$ cat config.mk
export PLATFORM = sky130hd
export DESIGN_NAME = lsu_initiator
export DESIGN_NICKNAME = d
export VERILOG_FILES = /design/src/rtl/lsu_initiator_pkg.sv /design/src/rtl/lsu_lane_align.sv /design/src/rtl/lsu_initiator.sv
export SDC_FILE = /design/constraint.sdc
export NUM_CORES = 1
export LEC_CHECK = 0
export ABC_AREA = 1
export BUFFER_PORTS_ARGS = -buffer_cell sky130_fd_sc_hd__buf_2
export CAP_MARGIN = 20
export CORE_MARGIN = 10
export CORE_UTILIZATION = 26
export CTS_CLUSTER_SIZE = 14
export DETAILED_ROUTE_END_ITERATION = 10
export GPL_TIMING_DRIVEN = 0
export HOLD_SLACK_MARGIN = 0.15
export MAX_ROUTING_LAYER = met4
export PLACE_DENSITY = 0.45
export SLEW_MARGIN = 10
export SYNTH_ARGS = -nofsm -noshare
export SYNTH_HDL_FRONTEND = slang
export SYNTH_SLANG_ARGS = --single-unit
$ cat constraint.sdc
create_clock -name clk -period 2.25 [get_ports clk]
set_input_delay 0.225 -clock clk [delete_from_list [all_inputs] [get_ports clk]]
set_output_delay 0.225 -clock clk [all_outputs]
set_load 0.1 [all_outputs]
$ cat src/rtl/lsu_initiator_pkg.sv
// Shared types and constants for the load/store initiator.
// Op and state encodings plus small decode helpers.
package lsu_initiator_pkg;

    localparam int ADDR_W_DEF  = 12;
    localparam int TIMEOUT_DEF = 16;
    localparam int MEM_BYTES   = 4 * (2 ** ADDR_W_DEF);

    typedef enum logic [2:0] {
        OP_LW  = 3'd0,
        OP_LH  = 3'd1,
        OP_LHU = 3'd2,
        OP_LB  = 3'd3,
        OP_LBU = 3'd4,
        OP_SW  = 3'd5,
        OP_SH  = 3'd6,
        OP_SB  = 3'd7
    } op_e;

    typedef enum logic [1:0] {
        S_IDLE,
        S_REQ,
        S_WAIT_R,
        S_DONE
    } state_e;

    function automatic logic is_store(op_e o);
        return (o == OP_SW) || (o == OP_SH) || (o == OP_SB);
    endfunction

    function automatic logic misaligned(op_e o, logic [1:0] off);
        logic bad;
        bad = 1'b0;
        unique case (o)
            OP_LW, OP_SW:         bad = (off != 2'b00);
            OP_LH, OP_LHU, OP_SH: bad = off[0];
            default:              bad = 1'b0;
        endcase
        return bad;
    endfunction

endpackage

$ cat src/rtl/lsu_lane_align.sv
// Byte-lane steering: store enables/replication and load extraction.
// Purely combinational.
module lsu_lane_align
    import lsu_initiator_pkg::*;
(
    input  op_e         op_i,
    input  logic [1:0]  off_i,
    input  logic [31:0] st_data_i,
    input  logic [31:0] ld_word_i,
    output logic [3:0]  be_o,
    output logic [31:0] st_data_o,
    output logic [31:0] ld_data_o
);

    logic [15:0] half;
    logic [7:0]  byte_sel;

    always_comb begin
        half     = off_i[1] ? ld_word_i[31:16] : ld_word_i[15:0];
        byte_sel = ld_word_i[7:0];
        unique case (off_i)
            2'd0: byte_sel = ld_word_i[7:0];
            2'd1: byte_sel = ld_word_i[15:8];
            2'd2: byte_sel = ld_word_i[23:16];
            2'd3: byte_sel = ld_word_i[31:24];
        endcase
    end

    always_comb begin
        be_o      = 4'b0000;
        st_data_o = st_data_i;
        ld_data_o = ld_word_i;
        unique case (op_i)
            OP_LW:  ld_data_o = ld_word_i;
            OP_LH:  ld_data_o = {{16{half[15]}}, half};
            OP_LHU: ld_data_o = {16'h0000, half};
            OP_LB:  ld_data_o = {{24{byte_sel[7]}}, byte_sel};
            OP_LBU: ld_data_o = {24'h000000, byte_sel};
            OP_SW: begin
                be_o      = 4'b1111;
                st_data_o = st_data_i;
            end
            OP_SH: begin
                be_o      = off_i[1] ? 4'b1100 : 4'b0011;
                st_data_o = {2{st_data_i[15:0]}};
            end
            OP_SB: begin
                be_o      = 4'b0001 << off_i;
                st_data_o = {4{st_data_i[7:0]}};
            end
        endcase
    end

endmodule

$ cat src/rtl/lsu_initiator.sv
// Load/store initiator: checks an access, runs the req/gnt/rvalid
// handshake, and returns extended load data with a done pulse.
module lsu_initiator
    import lsu_initiator_pkg::*;
#(
    parameter int ADDR_W  = ADDR_W_DEF,
    parameter int TIMEOUT = TIMEOUT_DEF
) (
    input  logic              clk,
    input  logic              reset,
    input  logic              start,
    input  logic [2:0]        op,
    input  logic [31:0]       addr,
    input  logic [31:0]       wdata,
    output logic              busy,
    output logic              done,
    output logic [31:0]       rdata,
    output logic              err_align,
    output logic              err_range,
    output logic              err_bus,
    output logic              mem_req,
    output logic              mem_we,
    output logic [ADDR_W-1:0] mem_addr,
    output logic [3:0]        mem_be,
    output logic [31:0]       mem_wdata,
    input  logic              mem_gnt,
    input  logic              mem_rvalid,
    input  logic [31:0]       mem_rdata
);

    localparam int CNT_W = $clog2(TIMEOUT + 1);

    state_e            state_q, state_d;
    op_e               op_q, op_d;
    logic [1:0]        off_q, off_d;
    logic [ADDR_W-1:0] maddr_q, maddr_d;
    logic              we_q, we_d;
    logic [3:0]        be_q, be_d;
    logic [31:0]       wd_q, wd_d;
    logic [31:0]       rdata_q, rdata_d;
    logic              ea_q, ea_d;
    logic              er_q, er_d;
    logic              eb_q, eb_d;
    logic [CNT_W-1:0]  cnt_q, cnt_d;

    op_e         op_in;
    op_e         al_op;
    logic [1:0]  al_off;
    logic [3:0]  al_be;
    logic [31:0] al_wd;
    logic [31:0] al_ld;
    logic        bad_align;
    logic        bad_range;
    logic        st_in;

    assign op_in = op_e'(op);

    // In IDLE the aligner sees the incoming op; afterwards the latched one.
    assign al_op  = (state_q == S_IDLE) ? op_in : op_q;
    assign al_off = (state_q == S_IDLE) ? addr[1:0] : off_q;

    lsu_lane_align u_align (
        .op_i      (al_op),
        .off_i     (al_off),
        .st_data_i (wdata),
        .ld_word_i (mem_rdata),
        .be_o      (al_be),
        .st_data_o (al_wd),
        .ld_data_o (al_ld)
    );

    assign bad_align = misaligned(op_in, addr[1:0]);
    assign bad_range = |(addr >> (ADDR_W + 2));
    assign st_in     = is_store(op_in);

    always_ff @(posedge clk) begin
        if (reset) begin
            state_q <= S_IDLE;
            op_q    <= OP_LW;
            off_q   <= 2'b00;
            maddr_q <= '0;
            we_q    <= 1'b0;
            be_q    <= 4'b0000;
            wd_q    <= '0;
            rdata_q <= '0;
            ea_q    <= 1'b0;
            er_q    <= 1'b0;
            eb_q    <= 1'b0;
            cnt_q   <= '0;
        end else begin
            state_q <= state_d;
            op_q    <= op_d;
            off_q   <= off_d;
            maddr_q <= maddr_d;
            we_q    <= we_d;
            be_q    <= be_d;
            wd_q    <= wd_d;
            rdata_q <= rdata_d;
            ea_q    <= ea_d;
            er_q    <= er_d;
            eb_q    <= eb_d;
            cnt_q   <= cnt_d;
        end
    end

    always_comb begin
        state_d = state_q;
        op_d    = op_q;
        off_d   = off_q;
        maddr_d = maddr_q;
        we_d    = we_q;
        be_d    = be_q;
        wd_d    = wd_q;
        rdata_d = rdata_q;
        ea_d    = ea_q;
        er_d    = er_q;
        eb_d    = eb_q;
        cnt_d   = cnt_q;
        unique case (state_q)
            S_IDLE: begin
                if (start) begin
                    op_d    = op_in;
                    off_d   = addr[1:0];
                    maddr_d = addr[ADDR_W+1:2];
                    we_d    = st_in;
                    be_d    = st_in ? al_be : 4'b0000;
                    wd_d    = st_in ? al_wd : 32'h0;
                    rdata_d = 32'h0;
                    ea_d    = bad_align;
                    er_d    = bad_range;
                    eb_d    = 1'b0;
                    state_d = (bad_align || bad_range) ? S_DONE : S_REQ;
                end
            end
            S_REQ: begin
                if (mem_gnt) begin
                    cnt_d   = '0;
                    state_d = we_q ? S_DONE : S_WAIT_R;
                end
            end
            S_WAIT_R: begin
                if (mem_rvalid) begin
                    rdata_d = al_ld;
                    state_d = S_DONE;
                end else if (cnt_q == CNT_W'(TIMEOUT - 1)) begin
                    rdata_d = 32'h0;
                    eb_d    = 1'b1;
                    state_d = S_DONE;
                end else begin
                    cnt_d = cnt_q + 1'b1;
                end
            end
            S_DONE: state_d = S_IDLE;
        endcase
    end

    assign busy      = (state_q != S_IDLE);
    assign done      = (state_q == S_DONE);
    assign mem_req   = (state_q == S_REQ);
    assign mem_we    = we_q;
    assign mem_addr  = maddr_q;
    assign mem_be    = be_q;
    assign mem_wdata = wd_q;
    assign rdata     = rdata_q;
    assign err_align = ea_q;
    assign err_range = er_q;
    assign err_bus   = eb_q;

endmodule

==> impl_results.md <==
- Die width: around 160 µm
- Chip Height: between 150 and 200 µm
- Starting DRT DRC Count: between 200 and 250
- Core area: around 20,000 µm²
- Slowest cell on crit path: dfxtp_2
- CP startpoint kind: flop
- DR vias: between 5,000 and 6,000
- Main synth FF type: dfxtp_1
- Htree depth: 3
- Outcome: complete, no violations
- Multi-input gate area: 2730 µm²
- MaxCap Viol Count: 0
- Final Max Slew Viols: 0
- TritonCTS Buffers: 9
- Unrepaired setup endpoints after global routing: true
- WP buf/inv: 5
- Mapped cell area: approximately 5200 µm²
- Placed instance area: around 6500 µm²
- Top cells by area, synth: dfxtp_1 (37%), nand2_1 (13%), a21oi_1 (7.6%)
- Total power: ~11,000 µW
- Post-synth top area share: between 30% and 40%
- Cells after DPL: about 1,200
- Cells after Synth: roughly 750
- Fin. Hold Viols: 0
- P&R area growth vs syn: 35.9%
- Antenna violations before repair: 2
- DR WL/cell: ~16 µm
- Initial core utilization: about a quarter
- Routed Wire Length: 19,600 µm
- Setup TNS: 0 ps
- Setup violators final: 0
- Layout Cell Area excl Fill: between 7000 and 8000 µm²
- Vias in the first global route: 5,628
- Period minus WS final: between 2000 and 2500 ps
- Syn Nets: between 800 and 900
- Total iterations of the first detailed-routing run: 5
- WS Path Type: flop to flop
- Final cell count without fillers: between 1,000 and 1,500
- Rows: 51
- CTS tree: built
- Gr ovfl total: 0
- Syn Area/Cell: between 6 and 7 µm²
- Distinct cell type count after synthesis: 35
- Worst Path Required: ~2500 ps
- FF+latch count, synth: 96
- CTS max path bufs: 2
- Register area share after synthesis: 37.1%
- CP arrival: 2300 ps
- Fmax achieved: approximately 480 MHz
- Worst-skew pair later-pin latency: between 300 and 400 ps
- Period Utilization, post-route: between 90% and 100%
- Share of flip-flops with an asynchronous set or reset: 0%
- # fillers: roughly 2,200
- Most numerous cell in the Yosys netlist: nand2_1
- EDFF count, synth: 0
- Top Ports: about 190
- Largest net degree at the start of global routing: 19
- CP endpoint kind: flop
- Final nets: 1,083
- Max-Slew Margin vs Limit: between 50 and 60%
- Share of cells above drive strength 1: between 30% and 40%
- Commonest cells post-synth: nand2_1 (177), dfxtp_1 (96), a21oi_1 (79), inv_1 (74), nand3_1 (52)
- Max stage delay on crit path: 380 ps
- First-pass GRT wire length: 30,700 µm
- Cell family with most CP delay: buffers and inverters
- Worst VDD drop: slightly above 0.6 mV
- Cell accounting for the most synthesized area: dfxtp_1
- HP Class: primary input to flop
- Cell mode on critical path: nand2_2
- Die area: about 26,000 µm²
- Yosys warnings: 0
- Register area: about 1900 µm²
- Vias per std cell: 4.49
- Clock Skew: 10.4 ps
- CTS Sinks: 96
- Root buffer cell: clkbuf_16
- CP max FO: 10
- Leak: 0.00340 µW
- DR DRC count: 0
- Antenna-violating nets left: 0
- Worst slew pin tran: slightly below 700 ps
- Number of buffers added on ports: 189
- Clock Pin Slew Worst Setup and Hold Paths: 80 ps
- RD Place Congestion: between 0.8 and 0.9
- Pwr/cell area: around 1500 nW/µm²
- Cells along the critical path: inv_1, ha_1, buf_6, buf_8, nand2_2, nand2_4, nand2_4, nand2_2, nand2_2, nand2_4, buf_6, o21ai_1, inv_1, nand2_2, a21oi_2
- Placed wire-length estimate: between 15,000 and 20,000 µm
- All-Layer GR Usage: 15.2%
cell families (layout without fill, tap and decap cells):
logic type | after synthesis | in the layout | synth area share, %
simple gates | 330 | 330 | 29.3
compound gates | 195 | 195 | 21.4
buf+inv | 120 | 350 | 10.6
flops | 96 | 96 | 37.1
fa+ha+maj | 6 | 6 | 1.45
xor+xnor | 1 | 1 | 0.169
other cells | 0 | 2 | 0
cell type report:
type                       instances  area share [%]
tap                              265            4.71
inverter                          77            4.32
clock buffer                       9            3.20
multi-input combinational        532            38.8
buffer                            43            3.82
antenna                            2          0.0710
timing repair buffer             214            17.0
sequential                        96            27.3
clock inverter                     7           0.835
registers in the layout, summed over array words and instances (netlist names):
| register | flops |
|---|---|
| state_q | 2 |
| err_bus | 1 |
| rdata | 32 |
| off_q | 2 |
| err_range | 1 |
| mem_addr | 12 |
| err_align | 1 |
| cnt_q | 5 |
| mem_wdata | 32 |
| mem_be | 4 |
| op_q | 3 |
| mem_we | 1 |
through the flow:
stage	util (%)	worst slack, ps	hold WS [ps]
floorplan	-	72.6	369
global placement	33.1	-105	445
detailed placement	33.1	-122	453
CTS	35.6	36.2	161
global route	36.1	-5.79	169
finish	36.1	158	171
cell usage in the layout (no fill, tap or decap), drive strengths merged:
master	netlist	routed
nand4	2	2
o21ai	78	78
clkinv	1	1
nor2	51	51
o211ai	26	26
clkinvlp	0	1
xor2	1	1
buf	20	213
nor4	2	2
a211oi	2	2
or2	12	12
nand3b	1	1
nand2	206	206
nor3	1	1
diode	0	2
a21oi	89	89
nand3	55	55
dlygate4sd3	0	20
ha	6	6
dfxtp	96	96
clkbuf	23	33
inv	76	82
power by group:
group / total [µW] / leakage, µW / internal (µW) / switching, µW
registers: 2200 / 0.000782 / 2020 / 181
logic: 6880 / 0.00248 / 1860 / 5030
clock network: 1540 / 0.000139 / 774 / 768
metal layers:
metal / global-route usage [%] / part of all wire (%) / wire length, µm / vias to the layer above
li1: - / - / - / 2902
met1: 19.1 / 47 / 9300 / 2488
met2: 23.4 / 44 / 8710 / 189
met3: 5.11 / 7.8 / 1520 / 8
met4: 2.61 / 0.45 / 88 / 0
met5: - / 0 / 0 / -
tightest hold or removal path, cell delays in order:
cell and delay, ps:
buf_2 130, nand2_1 70, a21oi_1 50
path summary, 6_finish.rpt:
kind,start,endpoint,slack [ps],cells after the start
max,state_q[0]$_SDFFE_PP0P_,rdata[28]$_SDFFE_PP0P_,160,15
min,op[2],op_q[2]$_SDFFE_PP0P_,170,3
max reg2reg,state_q[0]$_SDFFE_PP0P_,rdata[28]$_SDFFE_PP0P_,160,15
min reg2reg,err_bus$_SDFFE_PP0P_,err_bus$_SDFFE_PP0P_,460,2
repair_timing:
item | CTS | global route
buffers inserted | 1 | 4
hold buffers | 20 | 0
gates resized for setup | 4 | 32
pin swaps | 1 | 1
hold endpoints to repair | 20 | 0
endpoints found under the setup margin | 30 | 66
Power figures use the tool's default switching activity.
